File: config.mk
export PLATFORM = sky130hd
export DESIGN_NAME = spike_rate_encoder
export DESIGN_NICKNAME = d
export VERILOG_FILES = /design/src/rtl/spike_rate_encoder_pkg.sv /design/src/rtl/spike_rate_encoder_lfsr16.sv /design/src/rtl/spike_rate_encoder.sv
export SDC_FILE = /design/constraint.sdc
export NUM_CORES = 1
export LEC_CHECK = 0
export BUFFER_PORTS_ARGS = -buffer_cell sky130_fd_sc_hd__buf_2
export CAP_MARGIN = 20
export CORE_ASPECT_RATIO = 1.2
export CORE_MARGIN = 5
export CORE_UTILIZATION = 40
export DETAILED_ROUTE_END_ITERATION = 16
export HOLD_SLACK_MARGIN = 0.12
export PLACE_DENSITY_LB_ADDON = 0.25
export SLEW_MARGIN = 40
export SYNTH_ARGS = -nofsm -noshare
export SYNTH_HDL_FRONTEND = slang
export SYNTH_SLANG_ARGS = --single-unit
File: constraint.sdc
create_clock -name clk -period 10.6 [get_ports clk]
set_input_delay 2.12 -clock clk [delete_from_list [all_inputs] [get_ports clk]]
set_output_delay 2.12 -clock clk [all_outputs]
set_load 0.05 [all_outputs]
File: src/rtl/spike_rate_encoder_pkg.sv
// Shared definitions for the spike rate encoder: FSM states, LFSR polynomial and seed,
// and a rotate helper used to derive per-channel random bytes from one LFSR word.
// Pure declarations, no logic.
package spike_rate_encoder_pkg;

   typedef enum logic [1:0] {
      ST_IDLE = 2'd0,
      ST_RUN  = 2'd1,
      ST_DONE = 2'd2
   } state_t;

   localparam int          LFSR_W            = 16;
   // Galois right-shift form of x^16 + x^14 + x^13 + x^11 + 1
   localparam logic [15:0] LFSR_TAPS         = 16'hB400;
   localparam logic [15:0] LFSR_DEFAULT_SEED = 16'hACE1;

   // Rotate a 16-bit word left by sh positions (sh = 0 returns q unchanged)
   function automatic logic [15:0] rotl16(input logic [15:0] q, input logic [3:0] sh);
      return (q << sh) | (q >> (5'd16 - {1'b0, sh}));
   endfunction

endpackage

File: src/rtl/spike_rate_encoder_lfsr16.sv
// 16-bit Galois LFSR with synchronous load and advance enable.
// Latency: q updates on the clock edge after load/advance; load wins over advance.
// No backpressure: advances exactly once per cycle with advance=1.
module lfsr16
   import spike_rate_encoder_pkg::*;
#(
   parameter logic [15:0] RST_SEED = LFSR_DEFAULT_SEED
) (
   input  logic        clk,
   input  logic        reset,
   input  logic        load,
   input  logic [15:0] seed,
   input  logic        advance,
   output logic [15:0] q
);

   // Seed on reset or load, otherwise shift right and fold the taps in when bit 0 falls out
   always_ff @(posedge clk or posedge reset) begin
      if (reset) begin
         q <= RST_SEED;
      end else if (load) begin
         q <= seed;
      end else if (advance) begin
         q <= (q >> 1) ^ (q[0] ? LFSR_TAPS : 16'h0000);
      end
   end

endmodule

File: src/rtl/spike_rate_encoder.sv
// Converts N_CH latched intensities into spike trains, one timestep per step_en in RUN.
// Latency: spike_out/spike_valid appear 1 cycle after the accepted step_en.
// Backpressure: step_en=0 stalls the run; start is ignored while busy.
module spike_rate_encoder
   import spike_rate_encoder_pkg::*;
#(
   parameter int          N_CH      = 8,
   parameter int          DW        = 8,
   parameter int          STEPW     = 8,
   parameter logic [15:0] LFSR_SEED = LFSR_DEFAULT_SEED
) (
   input  logic               clk,
   input  logic               reset,
   input  logic               start,
   input  logic               mode,
   input  logic [N_CH*DW-1:0] intensity,
   input  logic [STEPW-1:0]   num_steps,
   input  logic               step_en,
   output logic [N_CH-1:0]    spike_out,
   output logic               spike_valid,
   output logic               busy,
   output logic               done,
   output logic [STEPW-1:0]   step_count
);

   localparam logic [15:0] RND_MASK = 16'((32'd1 << DW) - 1);

   state_t              state_q, state_d;
   logic                accept_start;
   logic                do_step;
   logic                mode_q;
   logic [N_CH*DW-1:0]  int_q;
   logic [STEPW-1:0]    num_steps_q;
   logic [DW-1:0]       acc_q [N_CH];
   logic [DW-1:0]       acc_d [N_CH];
   logic [N_CH-1:0]     det_spk;
   logic [N_CH-1:0]     sto_spk;
   logic [15:0]         lfsr_q;

   lfsr16 #(.RST_SEED(LFSR_SEED)) u_lfsr (
      .clk     (clk),
      .reset   (reset),
      .load    (accept_start),
      .seed    (LFSR_SEED),
      .advance (do_step & mode_q),
      .q       (lfsr_q)
   );

   // State register
   always_ff @(posedge clk or posedge reset) begin
      if (reset) begin
         state_q <= ST_IDLE;
      end else begin
         state_q <= state_d;
      end
   end

   // Next-state and per-cycle control strobes
   always_comb begin
      state_d      = state_q;
      accept_start = 1'b0;
      do_step      = 1'b0;
      case (state_q)
         ST_IDLE: begin
            if (start) begin
               accept_start = 1'b1;
               state_d      = (num_steps == '0) ? ST_DONE : ST_RUN;
            end
         end
         ST_RUN: begin
            if (step_en) begin
               do_step = 1'b1;
               if (step_count + STEPW'(1) == num_steps_q) begin
                  state_d = ST_DONE;
               end
            end
         end
         ST_DONE: begin
            state_d = ST_IDLE;
         end
         default: begin
            state_d = ST_IDLE;
         end
      endcase
   end

   assign busy = (state_q != ST_IDLE);
   assign done = (state_q == ST_DONE);

   // Candidate spikes for both encodings from the current accumulators and pre-advance LFSR
   always_comb begin
      for (int i = 0; i < N_CH; i++) begin
         logic [DW:0]   sum;
         logic [15:0]   rot;
         sum        = {1'b0, acc_q[i]} + {1'b0, int_q[i*DW +: DW]};
         acc_d[i]   = sum[DW-1:0];
         det_spk[i] = sum[DW];
         rot        = rotl16(lfsr_q, 4'(i));
         sto_spk[i] = 16'(int_q[i*DW +: DW]) > (rot & RND_MASK);
      end
   end

   // Run parameters, accumulators, step counter and the registered spike vector
   always_ff @(posedge clk or posedge reset) begin
      if (reset) begin
         spike_out   <= '0;
         spike_valid <= 1'b0;
         step_count  <= '0;
         mode_q      <= 1'b0;
         int_q       <= '0;
         num_steps_q <= '0;
         for (int i = 0; i < N_CH; i++) begin
            acc_q[i] <= '0;
         end
      end else begin
         spike_out   <= '0;
         spike_valid <= 1'b0;
         if (accept_start) begin
            mode_q      <= mode;
            int_q       <= intensity;
            num_steps_q <= num_steps;
            step_count  <= '0;
            for (int i = 0; i < N_CH; i++) begin
               acc_q[i] <= '0;
            end
         end else if (do_step) begin
            spike_valid <= 1'b1;
            spike_out   <= mode_q ? sto_spk : det_spk;
            if (step_count != num_steps_q) begin
               step_count <= step_count + STEPW'(1);
            end
            if (!mode_q) begin
               for (int i = 0; i < N_CH; i++) begin
                  acc_q[i] <= acc_d[i];
               end
            end
         end
      end
   end

endmodule

After elaboration in Yosys (flattened, before gate mapping)
Cells that the tools add are included.
{ "totals": {"register_bits": 172, "inputBits": 77, "output_inout_bits": 19, "elab_cells": 82} }
{ "classes": {"add_sub_neg": 9, "magnitude_cmp": 8, "eq_ne": 8, "muxes": 23, "bitwise": 9, "reduce_logical": 9} }
{ "op_table": {"columns": ["operator", "count"], "rows": [
  ["$mux 64", 3],
  ["$add 8x8->9", 8],
  ["$gt 8x8->1", 8],
  ["$mux 16", 3],
  ["$mux 8", 6],
  ["$xor 15x16->16", 1],
  ["$add 8x1->8 const B", 1],
  ["$eq 8x8->1", 1],
  ["$logic_not 8->1", 1],
  ["$mux 2", 4],
  ["$ne 2x2->1 const B", 4],
  ["$ne 8x8->1", 1],
  ["$or 8x1->8", 1],
  ["$or 8x2->8", 1],
  ["$or 8x3->8", 1],
  ["$or 8x4->8", 1],
  ["$or 8x5->8", 1],
  ["$or 8x6->8", 1],
  ["$or 8x7->8", 1],
  ["$reduce_bool 2->1", 4],
  ["$mux 1", 6],
  ["$pmux 2 s2", 1],
  ["$reduce_and 2->1", 2],
  ["$reduce_and 3->1", 1],
  ["other kinds (4)", 4]
]} }

Longest topological paths before layout
{ "logic_depth": {"word_depth": 5, "depth_mapped": 9, "mapped_depth_nobuf": 9} }

Hierarchy
Synthesis repeated with hierarchy kept, for this count alone.
{ "unflattened": {"hier_cells": 1197, "area_unflattened_um2": 10898.0} }
{ "by_module_without_submodules": {"columns": ["module", "instances", "cells_per_inst", "area_each_um2", "seq_area_each_um2"], "rows": [
  ["spike_rate_encoder", 1, 1122, 10089.7, 3903.7],
  ["lfsr16", 1, 75, 808.3, 410.4]
]} }

Least setup slack after synthesis
OpenSTA, ideal clock, no wires.
{ "synth_path": {"kind": "reg-to-output", "startpoint": "register state_q[1]", "endpoint": "output port done", "arrival_ps": 1134, "slack_ps": 7346, "stages_incl_launch_ff": 2, "n_path_buf": 0, "cell_sequence": "dfrtp_1 > nor2b_1"} }
{ "synth_via": {"elab_chain_cells": 1} }
{ "synth_rtl": {"columns": ["item", "line", "text"], "rows": [
  ["start, declared", "spike_rate_encoder.sv:28", "state_t state_q, state_d;"],
  ["start signal, assigned", "spike_rate_encoder.sv:54", "state_q <= state_d;"],
  ["$eq 2x2->1", "spike_rate_encoder.sv:88", "assign done = (state_q == ST_DONE);"],
  ["end, declared", "spike_rate_encoder.sv:22", "output logic done,"]
]} }
Every way passes these cells.

Worst setup path in the final report
{ "layout_path": {"startpoint": "input port step_en", "endpoint": "register spike_out[0]"} }
{ "layout_via": {"elab_chain_cells": 4} }
{ "layout_rtl": {"columns": ["item", "line", "text"], "rows": [
  ["start, declared", "spike_rate_encoder.sv:18", "input logic step_en,"],
  ["$mux 1", "spike_rate_encoder.sv:71", "if (step_en) begin"],
  ["$mux 1", "spike_rate_encoder.sv:63", "case (state_q)"],
  ["$mux 8", "spike_rate_encoder.sv:126", "end else if (do_step) begin"],
  ["$mux 8", "spike_rate_encoder.sv:118", "if (accept_start) begin"],
  ["end signal, assigned", "spike_rate_encoder.sv:128", "spike_out <= mode_q ? sto_spk : det_spk;"],
  ["end, declared", "spike_rate_encoder.sv:19", "output logic [N_CH-1:0] spike_out,"]
]} }
Every way passes these cells.
A chain may end at the register's enable or synchronous reset.

==> impl_metrics.csv <==
group,metric,value,unit
pwr,switchingPower,0.00181,W
critical_path,slowest_stage,"nand2_1",
cts,cts_tree,"yes",
final_layout,instances_no_fill,1540,
critical_path,crit_family,"simple AND/OR/NAND/NOR gates",
synth,syn_inst,1116,
cts,clk_pin_slew,0.07,ns
pwr,power.leakage,5.99,nW
synth,ys_warn_count,0,
sta,finalHoldViolCount,0,
pwr,pwr_density_cell,348,nW/um^2
sta,worst_pin_slew,0.817,ns
sta,finalSetupViolCount,0,
hold_path,worstHoldStart,"acc_q[3]",
floorplan,start_util,40.6,%
sta,rsz0062_at_grt,"false",
synth,ys_types,59,
pwr,comb_power_share,53.6,%
outcome,outcome,"complete, no violations",
cts,ctsHtreeMaxLevel,4,
floorplan,die_area,29300,sq um
placed_design,dp_cells,1508,
synth,synth_edf_count,0,
critical_path,end_kind,"flip-flop",
pwr,pwr-share-clk,15.4,%
floorplan,ios,96,
cts,cts_buffers,17,
hold_path,hp-class,"flip-flop to flip-flop",
sta,period_share,35.3,%
synth,synth-async-reset-ratio,100,%
placed_design,hpwl,16900,um
drt,routedWlPerCell,15.6,um
global_route,grt_pass1_vias,8345,
global_route,antenna_found_initial,0,
critical_path,criticalPathCategory,"input port to flip-flop",
sta,fin_crit,3.75,ns
synth,synth_area_leaders,"dfrtp_1 (40%), ha_1 (16%), nand2_1 (9.3%)",
critical_path,crit_path_cell_trace,"buf_2 -> nand2_1 -> inv_2 -> nand2b_2 -> buf_4 -> nand2_1 -> nor2_1 -> a221oi_1",
synth,synth_area_leader_cell,"dfrtp_1",
final_layout,nNetsFinal,1411,
critical_path,path_buf_inv,3,
cts,clkLatencyLatePin,0.43,ns
sta,max-slew-margin-rel,45.5,%
floorplan,chipHeight,186,um
synth,yosysSeqAreaShare,41.6,%
synth,syn-num-nets,1330,
floorplan,die-width,157,um
cts,cts_setup_buffers,0,
floorplan,fp-row-count,64,
final_layout,antenna_cells,0,
critical_path,crit_top_cell,"nand2_1",
cts,cts-hold-fix-buffers,0,
pwr,p_seq_share,30.9,%
drt,routed_wl,24100,um
critical_path,cp-startpoint,"step_en",
sta,slew_violations,0,
synth,yosysTopAreaCellShare,39.5,%
sta,fmax,0.267,GHz
synth,synth.most_common_cell,"nand2_1",
critical_path,start_kind,"input port",
global_route,track_usage,17.1,%
cts,cts_buffer_depth,2,
synth,syn_area,10400,sq um
placed_design,portBuffers,95,
synth,synth_area_per_cell,9.30,sq um
critical_path,critPathRequiredTime,10.89,ns
drt,drt_first_pass_iters,4,
global_route,grt-ovfl-total,0,
final_layout,final_layout_size_suffix_gt1_share,12.9,%
drt,routed-via-count,7960,
global_route,grt_first_pass_wirelength,40800,um
critical_path,r2r-start,"state_q[0]",
sta,setup_tns,0,ns
synth,synth_common_cells,"nand2_1 (258), dfrtp_1 (164), ha_1 (129)",
synth,synth-seq-cells,172,
cts,clkSinkCount,172,
critical_path,cp.arrival,4.04,ns
drt,ant_nets,0,
synth,synth-main-ff-cell,"dfrtp_1",
cts,clockRootBuffer,"clkbuf_16",
cts,cts-resized-gates,0,
pwr,p_int,0.00227,W
sta,clock_skew,0.00890,ns
drt,drt_iter0_markers,300,
pwr,switching_share,44.3,%
final_layout,synthToLayoutAreaGrowth,13.3,%
job,drv_cap,0,
critical_path,slowest_delay,0.47,ns
drt,vias_per_cell,5.17,
pwr,ir_drop,0.117,mV
critical_path,crit_fanout,28,
floorplan,core_area,25500,sq um
drt,drc,0,
final_layout,fill_cells,2471,
global_route,grt_max_degree,108,
placed_design,gp_congestion,0.835,
-- per-layer routing --
layer / track usage [%] / vias up / routed length (um)
li1: - / 4022 / -
met1: 22.3 / 3818 / 11200
met2: 29.6 / 96 / 12000
met3: 2.59 / 24 / 566
met4: 4.30 / 0 / 333
met5: 0 / - / 0
-- final timing paths --
kind,end,slack (ns),cells past startpoint
worst max register to register,spike_out[0],8.10,8
max in group asynchronous,acc_q[38],7.82,3
worst max-delay path,spike_out[0],6.85,8
min in group asynchronous,int_q[52],1.75,2
worst min register to register,acc_q[3],0.49,2
worst min-delay path,acc_q[3],0.49,2
-- cell type report --
type | instances | area [sq um] | area share [%]
repair buffers | 102 | 532 | 4.52
multi-input cells | 846 | 5680 | 48.3
clock inverters | 15 | 163 | 1.38
well taps | 330 | 413 | 3.51
inverters | 58 | 230 | 1.96
flip-flops and latches | 172 | 4310 | 36.7
clock buffers | 17 | 425 | 3.62
-- cell usage in the layout (no fill, tap or decap), types with 10 or more instances in the layout --
| cell | count |
|---|---|
| a21o_1 | 24 |
| a21oi_1 | 45 |
| a22o_1 | 19 |
| a31oi_1 | 11 |
| buf_2 | 95 |
| clkbuf_16 | 17 |
| dfrtp_1 | 164 |
| ha_1 | 129 |
| inv_1 | 56 |
| nand2_1 | 257 |
| nand2b_1 | 12 |
| nand3_1 | 19 |
| nor2_1 | 40 |
| nor2b_1 | 10 |
| o21ai_0 | 17 |
| o21ai_1 | 82 |
| xnor2_1 | 44 |
| xor2_1 | 20 |
-- sequential cells by signal, indices dropped and copies added, names as in the netlist --
name / flops
spike_out: 8
u_lfsr.q: 16
acc_q: 64
step_count: 8
int_q: 64
num_steps_q: 8
state_q: 2
spike_valid: 1
mode_q: 1
-- worst reg2reg max path, delay by kind of cell (launching register included) --
family	cells	cell delay, ns
AO/OA/AOI/OAI	1	0.09
AND/OR/NAND/NOR	5	1.25
flip-flops	1	0.42
buffers and inverters	2	0.60
-- through the flow --
| step | total power, W | cell area [sq um] | util, % | hold WS (ns) | worst slack [ns] |
|---|---|---|---|---|---|
| after floorplan | 0.00296 | 10400 | - | 0.453 | 3.83 |
| after global placement | 0.00341 | 11200 | 43.7 | 0.471 | 6.13 |
| after detailed placement | 0.00347 | 11200 | 43.7 | 0.476 | 6.06 |
| after CTS | 0.00413 | 11700 | 46.0 | 0.492 | 6.51 |
| after global routing | 0.00451 | 11800 | 46.0 | 0.514 | 6.70 |
| final | 0.00409 | 11800 | 46.0 | 0.490 | 6.85 |
-- power groups by stage --
stage               clock network, W  registers (W)  logic (W)
finish                      0.000631        0.00126    0.00219
detailed placement                 0        0.00127    0.00220
global route                0.000673        0.00131    0.00253
CTS                         0.000642        0.00127    0.00221
global placement                   0        0.00127    0.00213
floorplan                          0        0.00125    0.00171
-- logic make-up after synthesis --
family | count (synthesis) | share of synthesized area, %
xor+xnor | 64 | 5.40
fa+ha+maj | 137 | 17.1
mux | 1 | 0.0964
compound gates | 263 | 16.1
flops | 172 | 41.6
simple gates | 381 | 15.9
buf+inv | 98 | 3.87
(Power assumes the default switching activity.)
